`config.mk`:
```
export PLATFORM = sky130hd
export DESIGN_NAME = noise_ctrl_sched
export DESIGN_NICKNAME = d
export VERILOG_FILES = /design/src/rtl/noise_ctrl_sched.sv
export SDC_FILE = /design/constraint.sdc
export NUM_CORES = 1
export LEC_CHECK = 0
export ABC_AREA = 1
export BUFFER_PORTS_ARGS = -buffer_cell sky130_fd_sc_hd__buf_2
export CELL_PAD_IN_SITES_DETAIL_PLACEMENT = 0
export CELL_PAD_IN_SITES_GLOBAL_PLACEMENT = 2
export CORE_MARGIN = 4
export CORE_UTILIZATION = 31
export CTS_CLUSTER_DIAMETER = 100
export DETAILED_ROUTE_END_ITERATION = 10
export GPL_ROUTABILITY_DRIVEN = 0
export PLACE_DENSITY_LB_ADDON = 0.1
export SLEW_MARGIN = 40
export SYNTH_ARGS = -nofsm -noshare
export SYNTH_HDL_FRONTEND = slang
export SYNTH_SLANG_ARGS = --single-unit
```
`constraint.sdc`:
```
create_clock -name noise_clk -period 1.3 [get_ports noise_clk]
set_input_delay 0.13 -clock noise_clk [delete_from_list [all_inputs] [get_ports noise_clk]]
set_output_delay 0.13 -clock noise_clk [all_outputs]
set_load 0.01 [all_outputs]
```
`src/rtl/noise_ctrl_sched.sv`:
```
// Noise channel control front-end: decodes noise-control register writes, holds
// feedback mode / rate select, and generates LFSR reseed and shift strobes.
//
// state   | meaning
// S_IDLE  | accepting bytes; divider or tone3 pulse drives shift_en
// S_CLEAR | one-cycle LFSR reseed; writes stalled, counter re-phased, shifts suppressed
module noise_ctrl_sched #(
   parameter int BASE_DIV = 16,
   parameter int CNT_W    = 8
) (
   input  logic       noise_clk,
   input  logic       rst,
   input  logic       wr_valid,
   input  logic [7:0] wr_data,
   output logic       wr_ready,
   input  logic       tone3_pulse,
   output logic       shift_en,
   output logic       lfsr_clr,
   output logic       fb_mode,
   output logic [1:0] rate_sel,
   output logic       busy
);

   localparam logic [CNT_W-1:0] TC_R0 = CNT_W'(BASE_DIV - 1);
   localparam logic [CNT_W-1:0] TC_R1 = CNT_W'(2 * BASE_DIV - 1);
   localparam logic [CNT_W-1:0] TC_R2 = CNT_W'(4 * BASE_DIV - 1);
   localparam logic [CNT_W-1:0] CNT_ONE = CNT_W'(1);
   localparam logic [2:0]       NOISE_REG = 3'b110;

   typedef enum logic {
      S_IDLE  = 1'b0,
      S_CLEAR = 1'b1
   } state_t;

   state_t           state;
   logic [2:0]       ptr;
   logic [CNT_W-1:0] cnt;
   logic [CNT_W-1:0] term;
   logic             accept;
   logic             noise_wr;
   logic             tone_mode;

   always_comb begin
      accept    = wr_valid & wr_ready;
      noise_wr  = accept & (wr_data[7] ? (wr_data[6:4] == NOISE_REG) : (ptr == NOISE_REG));
      tone_mode = (rate_sel == 2'd3);
      case (rate_sel)
         2'd0:    term = TC_R0;
         2'd1:    term = TC_R1;
         default: term = TC_R2;
      endcase
   end

   always_ff @(posedge noise_clk or posedge rst) begin
      if (rst) begin
         state    <= S_IDLE;
         ptr      <= 3'b000;
         fb_mode  <= 1'b0;
         rate_sel <= 2'd0;
         cnt      <= '0;
         shift_en <= 1'b0;
         lfsr_clr <= 1'b0;
         busy     <= 1'b0;
         wr_ready <= 1'b1;
      end else begin
         if (accept && wr_data[7]) begin
            ptr <= wr_data[6:4];
         end
         case (state)
            S_IDLE: begin
               if (noise_wr) begin
                  state    <= S_CLEAR;
                  fb_mode  <= wr_data[2];
                  rate_sel <= wr_data[1:0];
                  lfsr_clr <= 1'b1;
                  busy     <= 1'b1;
                  wr_ready <= 1'b0;
                  cnt      <= '0;
                  shift_en <= 1'b0;
               end else if (tone_mode) begin
                  cnt      <= '0;
                  shift_en <= tone3_pulse;
               end else if (cnt == term) begin
                  cnt      <= '0;
                  shift_en <= 1'b1;
               end else begin
                  cnt      <= cnt + CNT_ONE;
                  shift_en <= 1'b0;
               end
            end
            S_CLEAR: begin
               // The clear cycle counts as phase 0, so the first shift lands P cycles after it;
               // a tone3 pulse sampled here is dropped.
               state    <= S_IDLE;
               lfsr_clr <= 1'b0;
               busy     <= 1'b0;
               wr_ready <= 1'b1;
               shift_en <= 1'b0;
               cnt      <= tone_mode ? '0 : CNT_ONE;
            end
            default: begin
               state    <= S_IDLE;
               lfsr_clr <= 1'b0;
               busy     <= 1'b0;
               wr_ready <= 1'b1;
               shift_en <= 1'b0;
               cnt      <= '0;
            end
         endcase
      end
   end

endmodule

```
==> results of run 1 <==
[sequential cells by signal (all words and copies together) (netlist names)]
register  flops
cnt           8
ptr           3
rate_sel      2
busy          1
fb_mode       1
shift_en      1
state         1
wr_ready      1
[per-layer routing]
metal	GRT usage, %	wire length [µm]
met5	0	0
met2	17.3	892
met1	11.9	798
met3	1.60	50
met4	4.04	12
[power by group through the flow]
stage,registers [W],clock network [W],logic (W)
floorplan,0.000991,0,0.000585
global placement,0.000955,0,0.000896
detailed placement,0.000962,0,0.000896
CTS,0.000953,0.000293,0.000901
global route,0.000991,0.000320,0.00103
finish,0.000952,0.000275,0.000914
[placed cells by master, fill, tap and decap left out, types with 3 or more instances in the layout]
cell	n
buf_2	17
buf_4	5
clkbuf_4	3
dfrtp_1	17
inv_1	17
nand2_1	29
nand3_1	5
nor2_1	5
nor2_2	6
nor2_4	3
nor3_1	6
o21ai_0	5
[synthesized netlist by cell type (all sizes together)]
library cell and count:
inv 19, nand2 32, ha 1, xnor2 2
xor2 2, buf 1, dfrtp 17, nor2 14
nor3 6, nand3 6, mux2 2, nand4 3
o21ai 5, dfstp 1, a21oi 2, o211ai 1
[stage by stage]
stage / hold WS [ns] / setup slack (ns) / power [W]
2_1_floorplan: 0.0678 / 0.117 / 0.00158
3_3_place_gp: 0.157 / 0.0529 / 0.00185
3_5_place_dp: 0.159 / 0.0408 / 0.00186
4_1_cts: 0.0292 / 0.0348 / 0.00215
5_1_grt: 0.0456 / -0.0432 / 0.00235
6_report: 0.0379 / 0.0388 / 0.00214
[kinds of logic after synthesis]
group,synth area share (%)
simple gates,32.2
buf+inv,8.31
flops,47.6
compound gates,4.49
xor+xnor,3.69
mux,2.37
fa+ha+maj,1.32
[cell type report]
cell class	count	area, µm²	share of cell area, %
inverters	19	71.3	6.14
multi-input cells	76	440	37.9
repair buffers	23	133	11.4
well taps	31	38.8	3.34
clock buffers	4	26.3	2.26
flip-flops and latches	18	452	38.9
[worst max-delay path: stages (launching register included)]
cell and delay [ns]:
dfrtp_1 0.36, ha_2 0.19, nand2_2 0.08, nor2_4 0.15
nand4_4 0.09, nor2_4 0.20, nor3_1 0.07
[worst paths after layout]
check / startpoint / endpoint / slack, ns / depth (start not counted)
setup / recovery: cnt[1]$_DFF_PP0_ / cnt[6]$_DFF_PP0_ / 0.04 / 6
hold / removal: wr_data[2] / fb_mode$_DFFE_PP0P_ / 0.04 / 3
setup reg to reg: cnt[1]$_DFF_PP0_ / cnt[6]$_DFF_PP0_ / 0.04 / 6
hold reg to reg: wr_ready$_DFFE_PP1P_ / wr_ready$_DFFE_PP1P_ / 0.48 / 2
max in group asynchronous: rst / wr_ready$_DFFE_PP1P_ / 0.65 / 4
min in group asynchronous: rst / cnt[7]$_DFF_PP0_ / 0.39 / 4
[what timing repair did]
item | CTS | global route
buffers inserted | 0 | 1
hold buffers | 1 | 0
hold endpoints to repair | 17 | 0
resized for setup | 0 | 6
setup endpoints to repair | 0 | 7
==> flow_summary.ini, run 1 <==
[drt]
ant_nets = 0
finalWirelength_um = 1750
vias = 763
viasPerCell = 4.46
drt_iter0_markers = 12
firstDrtPassIters = 4
routedWlPerCell_um = 10.3
drc_errors = 0

[hold_path]
hold_path_class = input port to flop

[critical_path]
worst_setup_path_start_kind = flop
end_kind = flop
crit_fanout = 6
critPathKind = flop to flop
cp_data_arrival_time_ns = 1.43
worst_ep_required_time_ns = 1.47

[timing]
finalHoldViolCount = 0
setup_viol = 0
period_needed_ns = 1.26
skew_ns = 0.00499
slew_violations = 0
max_freq_mhz = 793
tns_ns = 0
period_share_pct = 97.0
worstMarginPinSlew_ns = 0.257
slew_headroom_pct = 82.7
rsz0062_at_grt = yes

[yosys]
synth_seq_area_share_pct = 47.6
ys.warnings.count = 0
synth_area_leaders = dfrtp_1 45%, nand2_1 12%, inv_1 6.7%
yosysTopAreaCellShare_pct = 44.9
syn_nets = 127
synth_area_leader_cell = dfrtp_1
syn_inst = 114
avgSynthCellArea_um2 = 8.32
syn-cell-area_um2 = 948
ys_ff_latch = 18
synth_cell_type_count = 23

[placement]
port_buffers = 17
placed_cells = 165
placed_area_mm2 = 0.00109
dp_hpwl_um = 1420

[floorplanning]
num_rows = 19
design.core.area_mm2 = 0.00283
die_w_um = 63.3
start_util_pct = 33.5
fp.dieH_um = 63.3
io_pins = 19
dieArea_mm2 = 0.00401

[pwr]
powerDensity_mw_per_mm2 = 1840
vdd_ir_drop_max_mv = 0.804
p_clk_share_pct = 12.8
p_switching_w = 0.000837
leakage_nw = 0.620
switching_share_pct = 39.1
combPwrFrac_pct = 42.7
seq_power_share_pct = 44.5
p_int_w = 0.00130

[cells_and_area]
diodes = 0
fin_cells = 171
nFillCells = 291
layout-drive-gt1-share_pct = 32.9
synthToLayoutAreaGrowth_pct = 22.4
nNetsFinal = 154
final_core_util_pct = 41.0
final_area_mm2 = 0.00116

[cts]
cts_tree = built
htree_levels = 1
numCtsBuffers = 3
clock_latency_ns = 0.28
cts_buffer_depth = 2
cts_sinks = 18
path_clk_slew_ns = 0.10
clk_root_buffer_cell = clkbuf_4

[global_route]
grt.total_usage_pct = 9.84
overflow = 0
grt_pass1_vias = 759
antenna_found_initial = 0
grt_pass1_wl_um = 3200
grt_max_degree = 19

[outcome]
status = finished clean

[run]
maxCapViolations = 0
No activity file was read; power rests on OpenSTA's default activity.
==> run 2: changes to the inputs <==
--- a/config.mk
+++ b/config.mk
@@ -10,7 +10,8 @@
 export CELL_PAD_IN_SITES_DETAIL_PLACEMENT = 0
 export CELL_PAD_IN_SITES_GLOBAL_PLACEMENT = 2
 export CORE_MARGIN = 4
-export CORE_UTILIZATION = 31
+export CORE_UTILIZATION = 32
+export CTS_BUF_LIST = sky130_fd_sc_hd__clkbuf_2
 export CTS_CLUSTER_DIAMETER = 100
 export DETAILED_ROUTE_END_ITERATION = 10
 export GPL_ROUTABILITY_DRIVEN = 0
==> run 2 against run 1 <==
Setup slack gained 0.0064 ns. Clock power fell by 7.3%. Critical path type unchanged. Non-clock buffer count is 4 higher. Wire length is 12% higher. Global-route usage increased by 1.4 points. Register-to-register slack barely moved. Total power rose by 0.27%. Cell count grew 2.3%. Critical path depth unchanged. First-iteration DRC count is 100% higher. Combinational power grew 2.6%.
==> flow_summary.ini, run 2 (synthesis gave the netlist of run 1 again) <==
[floorplanning]
fp.dieH_um = 62.4
die_w_um = 62.4
io_pins = 19
start_util_pct = 33.8
dieArea_mm2 = 0.00390
num_rows = 19
design.core.area_mm2 = 0.00281

[timing]
rsz0062_at_grt = yes
slew_headroom_pct = 83.1
setup_viol = 0
period_needed_ns = 1.25
worstMarginPinSlew_ns = 0.252
finalHoldViolCount = 0
holdWs_ns = 0.0634
period_share_pct = 96.5
slew_violations = 0
max_freq_mhz = 797
skew_ns = 0.00644
finalWorstSetupSlack_ns = 0.0452

[placement]
dp_hpwl_um = 1480
port_buffers = 17
place_ws_ns = 0.00931

[cts]
cts_buffer_depth = 2
clock_latency_ns = 0.30
cts_tree = built
htree_levels = 1
path_clk_slew_ns = 0.17
clk_root_buffer_cell = clkbuf_2
cts_sinks = 18
numCtsBuffers = 3

[cells_and_area]
largestRegisters = cnt: 8 flops, ptr: 3 flops, rate_sel: 2 flops
layout_commonest_cell = nand2_1
diodes = 0
mostFrequentLayoutCells = 28 x nand2_1, 17 x inv_1, 17 x dfrtp_1, 17 x buf_2
largest_register_ffs = 8
synthToLayoutAreaGrowth_pct = 25.3
nNetsFinal = 158
largest-register = cnt
layout-drive-gt1-share_pct = 32.6

[drt]
firstDrtPassIters = 2
vias = 777
drt_iter0_markers = 24
routedWlPerCell_um = 11.3
ant_nets = 0
viasPerCell = 4.44
finalWirelength_um = 1970
drc_errors = 0

[global_route]
overflow = 0
antenna_found_initial = 0
grt.total_usage_pct = 11.3
grt_pass1_vias = 784
grt_max_degree = 19
grt_pass1_wl_um = 3460

[pwr]
vdd_ir_drop_max_mv = 0.709
p_switching_w = 0.000860
combPwrFrac_pct = 43.7
switching_share_pct = 40.1
p_int_w = 0.00129
leakage_nw = 0.641
powerDensity_mw_per_mm2 = 1810
p_clk_share_pct = 11.9
seq_power_share_pct = 44.4

[outcome]
status = finished clean

[critical_path]
end_kind = flop
worst_ep_required_time_ns = 1.50
crit_fanout = 6
worst_setup_path_start_kind = flop
critPathKind = flop to flop
cp_data_arrival_time_ns = 1.46

[hold_path]
hold_path_class = input port to flop

[run]
maxCapViolations = 0
==> run 2: changes by cell type in the layout (fill, tap and decap cells not counted) <==
cell | previous run | this run
clkbuf_1 | 1 | 0
a21oi_2 | 1 | 0
buf_4 | 5 | 6
clkbuf_2 | 0 | 4
clkbuf_4 | 3 | 0
a21oi_1 | 1 | 2
nor2_2 | 6 | 5
nand2_1 | 29 | 28
dlygate4sd3_1 | 1 | 4
nand2_2 | 2 | 3
nor2_1 | 5 | 6
==> run 2: critical path, stage by stage, from the launching register on <==
cell	delay [ns]
dfrtp_1	0.40
ha_2	0.19
nand2_2	0.08
nor2_4	0.13
nand4_4	0.09
nor2_4	0.18
nor3_1	0.07
==> run 2: what timing repair did <==
action	in CTS	in global routing
setup endpoints to repair	6	8
hold buffers	4	0
hold endpoints to repair	20	0
resized for setup	2	3
setup buffers	1	1
pin swaps	0	1
==> run 2: per-layer routing <==
| layer | track usage, % | vias to the layer above | routed length, µm |
|---|---|---|---|
| met3 | 2.70 | 2 | 77 |
| met5 | 0 | - | 0 |
| met1 | 14.4 | 352 | 931 |
| li1 | - | 413 | - |
| met2 | 17.6 | 10 | 945 |
| met4 | 5.79 | 0 | 18 |
==> run 2: power groups by stage <==
stage                     registers [W]  clock network, W  logic (W)
after floorplan                0.000991                 0   0.000585
final                          0.000954          0.000255   0.000938
after global placement         0.000951                 0   0.000892
after CTS                      0.000955          0.000288   0.000932
after detailed placement       0.000964                 0   0.000907
after global routing           0.000993          0.000309    0.00108
==> run 2: final cells by class <==
| cell class | count | area (µm²) |
|---|---|---|
| fill | 291 | 1620 |
| sequential | 18 | 452 |
| multi-input combinational | 76 | 437 |
| timing repair buffer | 27 | 170 |
| inverter | 19 | 71.3 |
| tap | 31 | 38.8 |
| clock buffer | 4 | 20.0 |
==> run 2: path summary, 6_finish.rpt <==
path                                      start              endpoint  cells past startpoint  slack [ns]
max                            cnt[1]$_DFF_PP0_      cnt[3]$_DFF_PP0_                      6        0.05
min                                  wr_data[6]    ptr[2]$_DFFE_PP0P_                      2        0.06
max reg2reg                    cnt[1]$_DFF_PP0_      cnt[3]$_DFF_PP0_                      6        0.05
min reg2reg                wr_ready$_DFFE_PP1P_  wr_ready$_DFFE_PP1P_                      2        0.49
max in group asynchronous                   rst  wr_ready$_DFFE_PP1P_                      4        0.67
min in group asynchronous                   rst      cnt[2]$_DFF_PP0_                      4        0.35
==> run 2: metrics by stage <==
stage	area (µm²)	TNS, ns	utilization (%)	cells	total power, W
after floorplan	948	0	-	114	0.00158
after global placement	1090	0	39.0	165	0.00184
after detailed placement	1090	0	39.0	165	0.00187
after CTS	1170	0	41.6	174	0.00217
after global routing	1190	-0.390	42.4	175	0.00238
final	1190	0	42.4	175	0.00215
==> run 3: changes to the inputs <==
--- a/config.mk
+++ b/config.mk
@@ -5,12 +5,11 @@
 export SDC_FILE = /design/constraint.sdc
 export NUM_CORES = 1
 export LEC_CHECK = 0
-export ABC_AREA = 1
 export BUFFER_PORTS_ARGS = -buffer_cell sky130_fd_sc_hd__buf_2
 export CELL_PAD_IN_SITES_DETAIL_PLACEMENT = 0
 export CELL_PAD_IN_SITES_GLOBAL_PLACEMENT = 2
 export CORE_MARGIN = 4
-export CORE_UTILIZATION = 32
+export CORE_UTILIZATION = 35
 export CTS_BUF_LIST = sky130_fd_sc_hd__clkbuf_2
 export CTS_CLUSTER_DIAMETER = 100
 export DETAILED_ROUTE_END_ITERATION = 10
==> run 3 against run 2 <==
The flow now finishes with violations (setup timing). Clock-buffer cell count shrank 1. Register-to-register slack worse by 0.28 ns. Total power shrank 62%. Setup slack got worse by 0.28 ns. Via count fell by 17%. Critical path depth is 2 lower. Maximum frequency decreased by 18%. Cell count decreased by 24%. Largest cell class unchanged. Clock power shrank 10%. Hold slack got worse by 0.0053 ns. Sequential power is 41% lower. Critical endpoint is now cnt[6]$_DFF_PP0_.
==> flow_summary.ini, run 3 <==
[outcome]
status = finished with violations
violations = setup timing

[cells_and_area]
mostFrequentLayoutCells = 16 x dfrtp_1, 16 x buf_2, 16 x buf_4, 7 x nor2_1, 5 x xor2_1
nNetsFinal = 119
diodes = 0
final_core_util_pct = 51.1
largest-register = cnt
largestRegisters = cnt: 8 flops, ptr: 3 flops, rate_sel: 2 flops
layout-drive-gt1-share_pct = 51.4
nFillCells = 217
synthToLayoutAreaGrowth_pct = 39.6
final_area_mm2 = 0.00113
largest_register_ffs = 8

[timing]
period_share_pct = 118
max_freq_mhz = 650
rsz0062_at_grt = yes
worstMarginPinSlew_ns = 0.266
period_needed_ns = 1.54
setup_viol = 11
slew_headroom_pct = 82.3
finalHoldViolCount = 0
finalWorstSetupSlack_ns = -0.238
skew_ns = 0.00267
slew_violations = 0
tns_ns = -2.07

[critical_path]
critPathKind = flop to flop
worstRegToRegCells = 4
end_kind = flop
worst_setup_path_start_kind = flop
cp_data_arrival_time_ns = 1.77
worst_ep_required_time_ns = 1.53
crit_fanout = 5

[global_route]
grt.total_usage_pct = 10.9
grt_max_degree = 19
grt_util_met2_pct = 15.2
use_met1_pct = 15.4
overflow = 0
busiest_layer = met1
antenna_found_initial = 0
grt_pass1_wl_um = 2680
grtUsageMet3_pct = 4.18
grt_pass1_vias = 603

[cts]
cts_buffer_depth = 2
htree_levels = 1
clk_root_buffer_cell = clkbuf_2
cts_sinks = 18
clock_latency_ns = 0.28
numCtsBuffers = 3
path_clk_slew_ns = 0.16
cts_tree = built

[yosys]
synth_compound_gate_area_share_pct = 5.87
ys.warnings.count = 0
synthArstFlopShare_pct = 100
synth_cell_type_count = 27
synth_area_leaders = dfrtp_1 53%, mux2_2 8.3%, xor2_1 5.4%
synth.area.mux_share_pct = 9.58
synth_edf_count = 0
yosysTopAreaCellShare_pct = 52.6
synth_top_family_by_area = simple AND/OR/NAND/NOR gates
synth-simple-area-share_pct = 19.3
synth_top_flop_cell = dfrtp_1
ys_ff_latch = 18
synth_seq_area_share_pct = 55.8
synth_most_common_cell = dfrtp_1
syn-cell-area_um2 = 810
syn_inst = 67
avgSynthCellArea_um2 = 12.1
synthXorXnorAreaFrac_pct = 6.49
ys_top_cells_by_count = 17 x dfrtp_1, 9 x nor2_1, 6 x mux2_2, 5 x xor2_1, 4 x and3_1
synth_fa_ha_area_share_pct = 1.55
syn_nets = 80
synth_area_leader_cell = dfrtp_1

[drt]
vias = 643
viasPerCell = 4.83
drt_iter0_markers = 4
firstDrtPassIters = 4
routedWlPerCell_um = 12.4
drc_errors = 0
ant_nets = 0
finalWirelength_um = 1650

[hold_path]
hold_path_class = input port to flop
whs_path_depth = 2

[floorplanning]
fp.dieH_um = 56.1
die_w_um = 56.1
design.core.area_mm2 = 0.00221
num_rows = 17
io_pins = 19
start_util_pct = 36.6
dieArea_mm2 = 0.00315

[pwr]
leakage_nw = 0.610
vdd_ir_drop_max_mv = 0.583
powerDensity_mw_per_mm2 = 729
design_power_total_w = 0.000824

[placement]
place_ws_ns = -0.223
port_buffers = 17
placed_area_mm2 = 0.00105
dp_hpwl_um = 1260

[run]
maxCapViolations = 0
-- run 3: cell count changes in the layout (fill, tap and decap cells not counted), moves of 5 or more --
cell	delta
nand2_1	-26
inv_1	-16
buf_4	+10
nor3_1	-5
o21ai_0	-5
-- run 3: area by class of cell --
class	count	area, µm²	area share, %
Sequential cell	18	453	40.1
Multi-Input combinational cell	47	387	34.2
Timing Repair Buffer	35	233	20.6
Tap cell	28	35.0	3.10
Clock buffer	3	15.0	1.33
Clock inverter	1	3.75	0.332
Inverter	1	3.75	0.332
-- run 3: worst paths after layout --
path,from,slack [ns],end
setup / recovery,cnt[4]$_DFF_PP0_,-0.24,cnt[6]$_DFF_PP0_
hold / removal,wr_data[0],0.06,rate_sel[0]$_DFFE_PP0P_
setup reg to reg,cnt[4]$_DFF_PP0_,-0.24,cnt[6]$_DFF_PP0_
hold reg to reg,ptr[0]$_DFFE_PP0P_,0.53,ptr[0]$_DFFE_PP0P_
max in group asynchronous,rst,0.67,wr_ready$_DFFE_PP1P_
min in group asynchronous,rst,0.37,cnt[6]$_DFF_PP0_
-- run 3: power by group --
group / switching (W) / leakage [nW] / internal [W]
Combinational: 0.0000180 / 0.354 / 0.0000162
Clock: 0.000162 / 0.0140 / 0.0000669
Sequential: 0 / 0.242 / 0.000560
-- run 3: metrics by stage --
step                cells  hold slack (ns)
global route          133           0.0203
floorplan              67           0.0678
global placement      126            0.153
finish                133           0.0581
detailed placement    126            0.158
CTS                   132           0.0287
-- run 3: logic make-up after synthesis --
kind of cell | count (synthesis)
DFF | 18
AOI/OAI and AO/OA | 6
buffers and inverters | 2
adders and majority gates | 1
and+or+nand+nor | 27
muxes | 7
xor gates and xnor gates | 6
-- run 3: metal layers --
layer | share of wire [%] | wire length (µm) | up-vias
li1 | - | - | 320
met1 | 50 | 829 | 309
met2 | 45 | 742 | 14
met3 | 4.8 | 79 | 0
met4 | 0 | 0 | 0
met5 | 0 | 0 | -
-- run 3: worst max-delay path, stage by stage (launching register included) --
cell,delay [ns]
dfrtp_1,0.43
nor4bb_2,0.18
o311a_1,0.36
or3b_4,0.42
nor2_1,0.10
-- run 3: repair_timing --
item                                    4_1_cts  5_1_grt
endpoints found under the hold margin        17        0
pin swaps                                     2        7
gates resized for setup                       3        5
setup buffers                                 1        4
endpoints found under the setup margin       10       15
hold buffers                                  1        0
